===== src/rtl/pipe_fetch_decode_skid_pkg.sv =====
// ---------------------------------------------------------------------------
// pipe_fd_pkg
// Shared definitions for the IF/ID skid-buffered pipeline register:
//   - default bundle geometry (FD_XLEN, FD_LANES)
//   - NOP_INSTR: encoding driven on squashed lanes (MIPS sll $0,$0,0)
//   - fd_count_e: occupancy states of the two-entry buffer
//   - fd_bundle_t: one fetch bundle at the default geometry
//   - squash_lanes(): replaces invalid lanes of a bundle with NOP
// ---------------------------------------------------------------------------
package pipe_fd_pkg;

    localparam int          FD_XLEN   = 32;
    localparam int          FD_LANES  = 2;
    localparam logic [31:0] NOP_INSTR = 32'h0000_0000;

    typedef enum logic [1:0] {
        CNT0 = 2'd0,
        CNT1 = 2'd1,
        CNT2 = 2'd2
    } fd_count_e;

    typedef struct packed {
        logic [FD_XLEN-1:0]                pc;
        logic [FD_XLEN-1:0]                pcplus4;
        logic [FD_LANES-1:0][FD_XLEN-1:0]  instr;
        logic [FD_LANES-1:0]               lane_valid;
    } fd_bundle_t;

    // A lane survives only if the bundle itself is valid and the lane is valid.
    function automatic fd_bundle_t squash_lanes(input fd_bundle_t b, input logic vld);
        fd_bundle_t r;
        r = b;
        for (int i = 0; i < FD_LANES; i++) begin
            if (!(vld && b.lane_valid[i])) begin
                r.instr[i] = NOP_INSTR;
            end
        end
        if (!vld) begin
            r.lane_valid = '0;
        end
        return r;
    endfunction

endpackage


===== src/rtl/pipe_fetch_decode_skid_if.sv =====
// ---------------------------------------------------------------------------
// pipe_fd_if
// Valid/ready bundle link between pipeline stages.
//   valid       bundle present (master -> slave)
//   ready       slave can take the bundle (slave -> master)
//   pc, pcplus4 PC of lane 0 and PC+4
//   instr       LANES instruction words, lane i at [i*XLEN +: XLEN]
//   lane_valid  per-lane valid, lane 0 oldest
// ---------------------------------------------------------------------------
interface pipe_fd_if #(
    parameter int XLEN  = 32,
    parameter int LANES = 2
);
    logic                  valid;
    logic                  ready;
    logic [XLEN-1:0]       pc;
    logic [XLEN-1:0]       pcplus4;
    logic [LANES*XLEN-1:0] instr;
    logic [LANES-1:0]      lane_valid;

    modport master (
        output valid, pc, pcplus4, instr, lane_valid,
        input  ready
    );

    modport slave (
        input  valid, pc, pcplus4, instr, lane_valid,
        output ready
    );
endinterface


===== src/rtl/pipe_fetch_decode_skid_slot.sv =====
// ---------------------------------------------------------------------------
// pipe_fd_slot
// One bundle register of the skid buffer.
//   clk            system clock
//   clr            synchronous clear of the lane-valid bits (wins over ld)
//   ld             load the *_in bundle
//   pc_in ..       incoming bundle fields
//   pc_o ..        stored bundle fields
// Only lane_valid is cleared; PC and instruction words are plain data whose
// contents are masked by the top whenever the slot is not occupied.
// ---------------------------------------------------------------------------
module pipe_fd_slot #(
    parameter int XLEN  = 32,
    parameter int LANES = 2
) (
    input  logic                  clk,
    input  logic                  clr,
    input  logic                  ld,
    input  logic [XLEN-1:0]       pc_in,
    input  logic [XLEN-1:0]       pcplus4_in,
    input  logic [LANES*XLEN-1:0] instr_in,
    input  logic [LANES-1:0]      lane_valid_in,
    output logic [XLEN-1:0]       pc_o,
    output logic [XLEN-1:0]       pcplus4_o,
    output logic [LANES*XLEN-1:0] instr_o,
    output logic [LANES-1:0]      lane_valid_o
);

    logic [XLEN-1:0]       pc_q,         pc_d;
    logic [XLEN-1:0]       pcplus4_q,    pcplus4_d;
    logic [LANES*XLEN-1:0] instr_q,      instr_d;
    logic [LANES-1:0]      lane_valid_q, lane_valid_d;

    always_comb begin
        pc_d         = pc_q;
        pcplus4_d    = pcplus4_q;
        instr_d      = instr_q;
        lane_valid_d = lane_valid_q;
        if (ld) begin
            pc_d         = pc_in;
            pcplus4_d    = pcplus4_in;
            instr_d      = instr_in;
            lane_valid_d = lane_valid_in;
        end
        if (clr) begin
            lane_valid_d = '0;
        end
    end

    always_ff @(posedge clk) begin
        pc_q         <= pc_d;
        pcplus4_q    <= pcplus4_d;
        instr_q      <= instr_d;
        lane_valid_q <= lane_valid_d;
    end

    assign pc_o         = pc_q;
    assign pcplus4_o    = pcplus4_q;
    assign instr_o      = instr_q;
    assign lane_valid_o = lane_valid_q;

endmodule


===== src/rtl/pipe_fetch_decode_skid.sv =====
// ---------------------------------------------------------------------------
// pipe_fetch_decode_skid
// IF/ID pipeline register with a two-entry skid buffer for an N-issue fetch
// front end.
//   clk    system clock, all state on posedge
//   rst    synchronous active-high reset (wins over flush)
//   flush  redirect: empties the buffer and drops the incoming bundle
//   f      slave side of the fetch link (f.ready depends on state only)
//   d      master side of the decode link (d.ready = 0 is a decode stall)
// E0 is the head and drives d.*; E1 holds the bundle that arrives while
// decode is stalled, so f.ready never depends on d.ready combinationally.
// ---------------------------------------------------------------------------
module pipe_fetch_decode_skid
    import pipe_fd_pkg::*;
#(
    parameter int              XLEN  = FD_XLEN,
    parameter int              LANES = FD_LANES,
    parameter logic [XLEN-1:0] NOP   = XLEN'(NOP_INSTR)
) (
    input  logic      clk,
    input  logic      rst,
    input  logic      flush,
    pipe_fd_if.slave  f,
    pipe_fd_if.master d
);

    fd_count_e state_q, state_d;

    logic f_ready;
    logic d_valid;
    logic accept;
    logic pop;
    logic e0_ld;
    logic e1_ld;
    logic e0_from_skid;
    logic slot_clr;

    logic [XLEN-1:0]       e0_pc,  e1_pc;
    logic [XLEN-1:0]       e0_pc4, e1_pc4;
    logic [LANES*XLEN-1:0] e0_instr, e1_instr;
    logic [LANES-1:0]      e0_lv,  e1_lv;

    logic [XLEN-1:0]       e0_pc_in;
    logic [XLEN-1:0]       e0_pc4_in;
    logic [LANES*XLEN-1:0] e0_instr_in;
    logic [LANES-1:0]      e0_lv_in;

    // Occupancy FSM: next state and slot enables.
    always_comb begin
        f_ready      = (state_q != CNT2);
        d_valid      = (state_q != CNT0);
        accept       = f.valid & f_ready & ~flush;
        pop          = d_valid & d.ready;
        state_d      = state_q;
        e0_ld        = 1'b0;
        e1_ld        = 1'b0;
        e0_from_skid = 1'b0;
        if (flush) begin
            state_d = CNT0;
        end else begin
            unique case (state_q)
                CNT0: begin
                    if (accept) begin
                        e0_ld   = 1'b1;
                        state_d = CNT1;
                    end
                end
                CNT1: begin
                    if (accept && pop) begin
                        e0_ld = 1'b1;
                    end else if (accept) begin
                        e1_ld   = 1'b1;
                        state_d = CNT2;
                    end else if (pop) begin
                        state_d = CNT0;
                    end
                end
                CNT2: begin
                    // f_ready is low here, so only the skid entry can advance.
                    if (pop) begin
                        e0_ld        = 1'b1;
                        e0_from_skid = 1'b1;
                        state_d      = CNT1;
                    end
                end
                default: state_d = CNT0;
            endcase
        end
    end

    always_ff @(posedge clk) begin
        if (rst) begin
            state_q <= CNT0;
        end else begin
            state_q <= state_d;
        end
    end

    assign slot_clr = rst | flush;

    always_comb begin
        e0_pc_in    = f.pc;
        e0_pc4_in   = f.pcplus4;
        e0_instr_in = f.instr;
        e0_lv_in    = f.lane_valid;
        if (e0_from_skid) begin
            e0_pc_in    = e1_pc;
            e0_pc4_in   = e1_pc4;
            e0_instr_in = e1_instr;
            e0_lv_in    = e1_lv;
        end
    end

    pipe_fd_slot #(.XLEN(XLEN), .LANES(LANES)) u_e0 (
        .clk           (clk),
        .clr           (slot_clr),
        .ld            (e0_ld),
        .pc_in         (e0_pc_in),
        .pcplus4_in    (e0_pc4_in),
        .instr_in      (e0_instr_in),
        .lane_valid_in (e0_lv_in),
        .pc_o          (e0_pc),
        .pcplus4_o     (e0_pc4),
        .instr_o       (e0_instr),
        .lane_valid_o  (e0_lv)
    );

    pipe_fd_slot #(.XLEN(XLEN), .LANES(LANES)) u_e1 (
        .clk           (clk),
        .clr           (slot_clr),
        .ld            (e1_ld),
        .pc_in         (f.pc),
        .pcplus4_in    (f.pcplus4),
        .instr_in      (f.instr),
        .lane_valid_in (f.lane_valid),
        .pc_o          (e1_pc),
        .pcplus4_o     (e1_pc4),
        .instr_o       (e1_instr),
        .lane_valid_o  (e1_lv)
    );

    assign f.ready = f_ready;

    // Head outputs are masked by occupancy so stale slot data never leaks.
    always_comb begin
        d.valid      = d_valid;
        d.pc         = d_valid ? e0_pc  : '0;
        d.pcplus4    = d_valid ? e0_pc4 : '0;
        d.lane_valid = d_valid ? e0_lv  : '0;
        d.instr      = '0;
        for (int i = 0; i < LANES; i++) begin
            d.instr[i*XLEN +: XLEN] = (d_valid && e0_lv[i]) ? e0_instr[i*XLEN +: XLEN] : NOP;
        end
    end

endmodule


===== src/flat_wrapper.sv =====
// flat-port wrapper written by rule: the top's interface ports become plain ports
module pipe_fetch_decode_skid_flat import pipe_fd_pkg::*;
#(
    parameter int              XLEN  = FD_XLEN,
    parameter int              LANES = FD_LANES,
    parameter logic [XLEN-1:0] NOP   = XLEN'(NOP_INSTR)
)
  (clk, rst, flush, f_valid, f_pc, f_pcplus4, f_instr, f_lane_valid, f_ready, d_valid, d_pc, d_pcplus4, d_instr, d_lane_valid, d_ready);
  pipe_fd_if #(.XLEN(XLEN), .LANES(LANES)) f_i ();
  pipe_fd_if #(.XLEN(XLEN), .LANES(LANES)) d_i ();
  input  logic clk;
  input  logic rst;
  input  logic flush;
  input wire logic [$bits(f_i.valid)-1:0] f_valid;
  input wire logic [$bits(f_i.pc)-1:0] f_pc;
  input wire logic [$bits(f_i.pcplus4)-1:0] f_pcplus4;
  input wire logic [$bits(f_i.instr)-1:0] f_instr;
  input wire logic [$bits(f_i.lane_valid)-1:0] f_lane_valid;
  output wire logic [$bits(f_i.ready)-1:0] f_ready;
  output wire logic [$bits(d_i.valid)-1:0] d_valid;
  output wire logic [$bits(d_i.pc)-1:0] d_pc;
  output wire logic [$bits(d_i.pcplus4)-1:0] d_pcplus4;
  output wire logic [$bits(d_i.instr)-1:0] d_instr;
  output wire logic [$bits(d_i.lane_valid)-1:0] d_lane_valid;
  input wire logic [$bits(d_i.ready)-1:0] d_ready;
  assign f_i.valid = f_valid;
  assign f_i.pc = f_pc;
  assign f_i.pcplus4 = f_pcplus4;
  assign f_i.instr = f_instr;
  assign f_i.lane_valid = f_lane_valid;
  assign f_ready = f_i.ready;
  assign d_valid = d_i.valid;
  assign d_pc = d_i.pc;
  assign d_pcplus4 = d_i.pcplus4;
  assign d_instr = d_i.instr;
  assign d_lane_valid = d_i.lane_valid;
  assign d_i.ready = d_ready;
  pipe_fetch_decode_skid #(.XLEN(XLEN), .LANES(LANES), .NOP(NOP)) u_core (.clk(clk), .rst(rst), .flush(flush), .f(f_i), .d(d_i));
endmodule

===== config.mk =====
export PLATFORM = sky130hd
export DESIGN_NAME = pipe_fetch_decode_skid_flat
export DESIGN_NICKNAME = d
export VERILOG_FILES = /design/src/rtl/pipe_fetch_decode_skid_pkg.sv /design/src/rtl/pipe_fetch_decode_skid_if.sv /design/src/rtl/pipe_fetch_decode_skid_slot.sv /design/src/rtl/pipe_fetch_decode_skid.sv /design/src/flat_wrapper.sv
export SDC_FILE = /design/constraint.sdc
export NUM_CORES = 1
export LEC_CHECK = 0
export ABC_CLOCK_PERIOD_IN_PS = 10900
export BUFFER_PORTS_ARGS = -buffer_cell sky130_fd_sc_hd__clkbuf_2
export CORE_ASPECT_RATIO = 1.1
export CORE_MARGIN = 3
export CORE_UTILIZATION = 50
export CTS_CLUSTER_DIAMETER = 200
export DETAILED_ROUTE_END_ITERATION = 6
export HOLD_SLACK_MARGIN = 0.15
export PLACE_DENSITY = 0.73
export SYNTH_ARGS = -nofsm -noshare
export SYNTH_HDL_FRONTEND = slang
export SYNTH_SLANG_ARGS = --single-unit
export TNS_END_PERCENT = 20

===== constraint.sdc =====
create_clock -name clk -period 10.9 [get_ports clk]
set_input_delay 0 -clock clk [delete_from_list [all_inputs] [get_ports clk]]
set_output_delay 0 -clock clk [all_outputs]
set_load 0.03 [all_outputs]

==> run summary, run 1 <==
synthesized cell area - 11,000 sq um
portion of netlist area occupied by mux cells - 0.167
Synth area leader - edfxtp_1
setup TNS - 0 ns
status - finished clean
cell area power density - 149 nW/um^2
DRT iter0 DRCs - 363
Synth Area in Compound Gates - 0.00819
post-synthesis sequential area ratio - 0.710
Worst setup SP type - flop
placed wire-length estimate - 13,500 um
H-tree levels - 1
initial antenna violation count - 2
buffers added on ports - 266
Post-CTS Setup Repair Bufs - 0
relative slew slack - 0.191
Vias/cell - 4.96
combinational family with the most area after synthesis - multiplexers
global placement routability congestion - 0.741
Final Max Tran Viols - 0
Gate Count Post-Synth - 590
First-pass DRT Iterations - 4
Synthesized Nets - 725
clock sinks - 262
Remaining DRCs - 0
Reg clk slew, reported paths - 0.06 ns
worst-path fanout max - 51
Tmin final - 2.97 ns
IO Count - 267
DRT Wirelength - 23,100 um
Final setup viols - 0
dpl cell area - 12,400 sq um
share of layout cells above drive strength 1 - 0.440
wire per inst - 17.7 um
Synth Area per Inst - 18.6 sq um
# rows - 56
yosys synthesis warning count - 0
die height - 162 um
RSZ-0062 raised after global routing - no
Yosys cell types - 27
total CTS buffers - 26
CP Capture Type - flop
Starting Density - 0.513
Die Wd - 147 um
core box area - 21,400 sq um
layout net count - 1,127
Sw Share - 0.211
CTS tree - yes
Clock Tree Root - clkbuf_16
max cap viols - 0
Least-Margin Pin Slew - 1.21 ns
largest net degree at the start of global routing - 132
adder and majority gate portion of the synthesized area - 0
grt total ovfl - 0
clock power share - 0.396
Area Growth Syn to Fin - 33.1%
Synth top area share - 0.699
xor/xnor share of the synthesized area - 0
Seq pwr share - 0.524
Hold Fails Final Rpt - 0
gr usage total - 0.187
PostCTS Resize Cnt - 0
required time of the critical path - 11.37 ns
Post-CTS Hold Fix Bufs - 140
CTS max path bufs - 3
clk_skew - 0.00913 ns
vias in the first global route - 6,774
WP data arrival - 3.44 ns
first-pass GRT wire length - 35,800 um
Int Power - 0.00173 W
peak supply drop - 0.141 mV
WS Path Type - reg -> reg
Final Cell Area - 14,600 sq um
Worst Hold Class - in -> reg
Comb pwr share - 0.080
Tcrit/Tclk final - 0.272
P_leak - 6.00 nW
dominant cells by area after synthesis - edfxtp_1, mux2_4, and2_1
max frequency - 337 MHz
total number of vias - 6,463
switching power - 0.000461 W
DIE AREA - 23,800 sq um
worst skew pair latency - 0.53 ns
Antenna Nets Post-Route - 0
#FFs+latches synth - 262
simple-gate area share of the yosys netlist - 0.0839
==> layout make-up <==
class | instances | area (sq um)
timing repair buffer | 411 | 2770
multi-input combinational | 290 | 2860
clock buffer | 28 | 679
inverter | 1 | 3.75
fill | 1468 | 6810
clock inverter | 18 | 143
antenna | 2 | 5.00
sequential | 262 | 7810
tap | 290 | 363
==> worst max-delay path, cell delays in order (launching register included) <==
cell and delay, ns:
dfxtp_1 0.49, and4bb_4 0.64, buf_4 0.78, mux2i_1 0.17, a211oi_1 0.24, dlygate4sd3_1 0.56
==> logic make-up (layout without fill, tap and decap cells) <==
logic type,Yosys count,after routing
muxes,130,130
DFF,262,262
other,0,2
and+or+nand+nor,147,147
AOI/OAI and AO/OA,13,13
buffers and inverters,38,458
==> layer usage <==
layer	vias to the layer above	global-route usage	share of wire
li1	3059	-	-
met1	3125	0.230	0.40
met2	223	0.326	0.50
met3	56	0.0404	0.060
met4	0	0.0720	0.037
met5	-	0	0
==> power by group through the flow <==
stage / combinational, W / clock, W / sequential [W]
2_1_floorplan: 0.0000831 / 0 / 0.00117
3_3_place_gp: 0.000132 / 0 / 0.00117
3_5_place_dp: 0.000135 / 0 / 0.00117
4_1_cts: 0.000175 / 0.000885 / 0.00115
5_1_grt: 0.000188 / 0.000928 / 0.00115
6_report: 0.000175 / 0.000865 / 0.00115
==> synth_stat cells, drive strengths merged <==
cell / instances
a21oi: 4
or3b: 1
nand2: 3
o21ba: 1
nor3: 1
inv: 1
mux2i: 2
a21o: 1
edfxtp: 256
clkbuf: 20
dfxtp: 6
o31ai: 2
nand3: 2
and3b: 1
nor2b: 1
buf: 17
nor4bb: 1
mux2: 128
and3: 64
or2: 2
and2: 67
and4bb: 1
nand2b: 3
a211oi: 5
==> worst paths after layout <==
| path | startpoint | end | slack (ns) | cells past startpoint |
|---|---|---|---|---|
| worst max-delay path | u_core.state_q[1] | u_core.u_e0.lane_valid_o[0] | 7.93 | 5 |
| worst min-delay path | f_pcplus4[23] | u_core.u_e1.pcplus4_o[23] | 0.21 | 2 |
| worst max register to register | u_core.state_q[1] | u_core.u_e0.lane_valid_o[0] | 7.93 | 5 |
| worst min register to register | u_core.u_e1.pc_o[14] | u_core.u_e0.pc_o[14] | 0.54 | 1 |
==> flip-flops by register name (all words and copies together) (netlist names) <==
name / cells
u_core.u_e0.pc_o: 32
u_core.state_q: 2
u_core.u_e1.lane_valid_o: 2
u_core.u_e1.pcplus4_o: 32
u_core.u_e1.instr_o: 64
u_core.u_e0.pcplus4_o: 32
u_core.u_e0.lane_valid_o: 2
u_core.u_e1.pc_o: 32
u_core.u_e0.instr_o: 64
==> through the flow <==
step	setup slack (ns)	util	total power, W	hold WS (ns)	std cells
detailed placement	8.06	0.579	0.00130	0.194	1114
finish	7.93	0.683	0.00219	0.206	1302
floorplan	0.820	-	0.00125	0.0728	590
global placement	8.08	0.579	0.00130	0.194	1114
global route	7.74	0.683	0.00226	0.197	1302
CTS	7.93	0.682	0.00221	0.180	1300
==> cell usage in the layout (no fill, tap or decap), types with 6 or more instances in the layout <==
cell           instances
dlygate4sd3_1        140
dfxtp_1                6
edfxtp_1             256
mux2_2                28
clkinv_1               7
and3_1                64
clkbuf_2             266
clkbuf_16             27
and2_1                66
mux2_4               100
(Power assumes the default switching activity.)
==> run 2, diff against run 1 <==
Settings changed: ABC_AREA set to 1, ABC_CLOCK_PERIOD_IN_PS 10900 to 2540, CORE_UTILIZATION 50 to 48, PLACE_DENSITY 0.73 to 0.74.
Clock period 10.9 ns to 2.54 ns, I/O delays scaled along.
==> run summary, run 2 <==
status - finished clean
largest net degree at the start of global routing - 133
WS Path Type - reg -> reg
buffers added on ports - 266
combinational family with the most area after synthesis - simple AND/OR/NAND/NOR gates
Pwr Total - 0.00937 W
Synth Area in Compound Gates - 0.00114
# rows - 57
fillcell total - 1,623
P_leak - 6.85 nW
global placement routability congestion - 0.802
DRT iter0 DRCs - 802
top cells by count, synth - nand2_1, edfxtp_1, nor2_1
placed wire-length estimate - 15,400 um
core box area - 22,300 sq um
PostCTS Resize Cnt - 0
WHS Endpoint - u_core.u_e1.instr_o[15]
H-tree levels - 1
WL met3 - 1950 um
grt total ovfl - 0
adder and majority gate portion of the synthesized area - 0
met1 wire length - 10,300 um
relative slew slack - 0.525
share of layout cells above drive strength 1 - 0.231
CP dominant cell by count - nor2_1
vias in the first global route - 8,304
worst skew pair latency - 0.53 ns
min-delay src - f_instr[15]
Reg2Reg Depth - 8
highest metal used - met4
commonest cells after routing, fill and taps aside - nand2_1, clkbuf_2, edfxtp_1, nor2_1, dlygate4sd3_1
cell area power density - 633 nW/um^2
worst r2r src - u_core.state_q[1]
commonest non-fill, non-tap cell in the layout - nand2_1
pre-CTS setup slack - 0.666 ns
Reg clk slew, reported paths - 0.06 ns
RSZ-0062 raised after global routing - no
setup ws final - 0.340 ns
gr usage total - 0.214
Final Max Tran Viols - 0
WP buf/inv - 3
yosys synthesis warning count - 0
max cap viols - 0
peak supply drop - 0.582 mV
Remaining DRCs - 0
CP Capture Type - flop
wire per inst - 15.9 um
Seq. cell area - 7810 sq um
clock sinks - 262
Worst Hold Class - in -> reg
max frequency - 455 MHz
EDFF count, synth - 256
required time of the critical path - 2.94 ns
portion of netlist area occupied by mux cells - 0
Yosys cell types - 14
Vias/cell - 4.90
Worst setup SP type - flop
xor/xnor share of the synthesized area - 0
asr flop ratio synth - 0
CP max-delay cell - dlygate4sd3_1
CTS max path bufs - 3
#FFs+latches synth - 262
Least-Margin Pin Slew - 0.713 ns
initial antenna violation count - 1
dpl cell area - 12,500 sq um
dominant cells by area after synthesis - edfxtp_1, nand2_1, nand3_1
Clock Tree Root - clkbuf_16
clk_skew - 0.0128 ns
IO Count - 267
first-pass GRT wire length - 42,100 um
Synth Flop Type - edfxtp_1
area of the multi-input gates - 2330 sq um
Synthesized Nets - 1,152
Starting Density - 0.492
die height - 164 um
Post-CTS Hold Fix Bufs - 141
Top Family by Delay on Critical Path - buffers and inverters
First-pass DRT Iterations - 5
Final Cell Area - 14,800 sq um
Synth area leader - edfxtp_1
Tcrit/Tclk final - 0.866
Gate Count Post-Synth - 1,017
DRT Wirelength - 27,400 um
DIE AREA - 24,700 sq um
Critical Path Max Stage Delay - 0.57 ns
WP data arrival - 2.60 ns
Cell Chain, Critical Path - inv_4 > nand2_1 > nor2_1 > nand2_2 > nor2_1 > dlygate4sd3_1 > nor2_1 > dlygate4sd3_1
Post-CTS Setup Repair Bufs - 0
post-synthesis sequential area ratio - 0.713
worst-path fanout max - 5
R2R setup slack - 0.34 ns
Die Wd - 150 um
Final setup viols - 0
Min-Delay Path Depth - 2
wire length on met2 - 14,100 um
Area Growth Syn to Fin - 35.3%
synthesized cell area - 10,900 sq um
Tmin final - 2.20 ns
layout net count - 1,542
total number of vias - 8,448
Antenna Nets Post-Route - 0
capture point of the worst reg-to-reg path - u_core.u_e1.lane_valid_o[0]
total CTS buffers - 27
simple-gate area share of the yosys netlist - 0.208
Hold Fails Final Rpt - 0
most numerous cell in the Yosys netlist - nand2_1
Synth Area per Inst - 10.8 sq um
Synth top area share - 0.702
CTS tree - yes
-- run 2: changes by cell type in the layout (fill, tap and decap cells not counted), sizes merged, moves of 3 or more --
cell | before | now
a211oi | 5 | 0
a21oi | 4 | 0
and2 | 67 | 0
and3 | 64 | 0
buf | 5 | 9
clkbuf | 294 | 297
inv | 1 | 142
mux2 | 128 | 0
nand2 | 3 | 279
nand2b | 3 | 0
nand3 | 2 | 130
nor2 | 0 | 146
-- run 2: cells by family (layout without fill, tap and decap cells) --
kind of cell | Yosys count | count (layout)
and+or+nand+nor | 555 | 555
buffers and inverters | 198 | 607
AOI/OAI and AO/OA | 2 | 2
other | 0 | 2
DFF | 262 | 262
-- run 2: metrics by stage --
| stage | setup TNS (ns) | hold slack, ns | instances | utilization |
|---|---|---|---|---|
| finish | 0 | 0.205 | 1723 | 0.666 |
| global route | 0 | 0.195 | 1722 | 0.665 |
| CTS | 0 | 0.178 | 1721 | 0.665 |
| detailed placement | 0 | 0.195 | 1532 | 0.564 |
| global placement | 0 | 0.194 | 1532 | 0.564 |
| floorplan | -94.42 | 0.0650 | 1017 | - |
-- run 2: report_power, final --
group | switching (W) | internal (W)
combinational | 0.000371 | 0.000299
sequential | 0.0000266 | 0.00487
clock | 0.00156 | 0.00224
total | 0.00196 | 0.00741
-- run 2: cell type report --
class                           count  share of cell area
Sequential cell                   262               0.528
Tap cell                          295              0.0249
Clock inverter                     17              0.0106
Timing Repair Buffer              416               0.196
Antenna cell                        2            0.000338
Clock buffer                       31              0.0466
Inverter                          143              0.0369
Multi-Input combinational cell    557               0.157
-- run 2: worst max-delay path by stage --
stage / start / to / slack (ns) / cells after the start
after floorplan: u_core.state_q[1] / u_core.u_e0.instr_o[0] / -0.39 / 5
after global placement: u_core.state_q[1] / u_core.u_e0.instr_o[10] / 0.71 / 6
after detailed placement: u_core.state_q[1] / u_core.u_e0.instr_o[18] / 0.67 / 6
after CTS: u_core.state_q[0] / d_pc[13] / 0.33 / 6
after global routing: u_core.state_q[1] / d_pc[29] / 0.18 / 6
final: u_core.state_q[1] / u_core.u_e1.lane_valid_o[0] / 0.34 / 8
-- run 2: layer usage --
metal  global-route usage  vias up
met2                0.376      371
met5                    0        -
met3               0.0343       86
met4               0.0982        0
met1                0.261     3923
li1                     -     4068
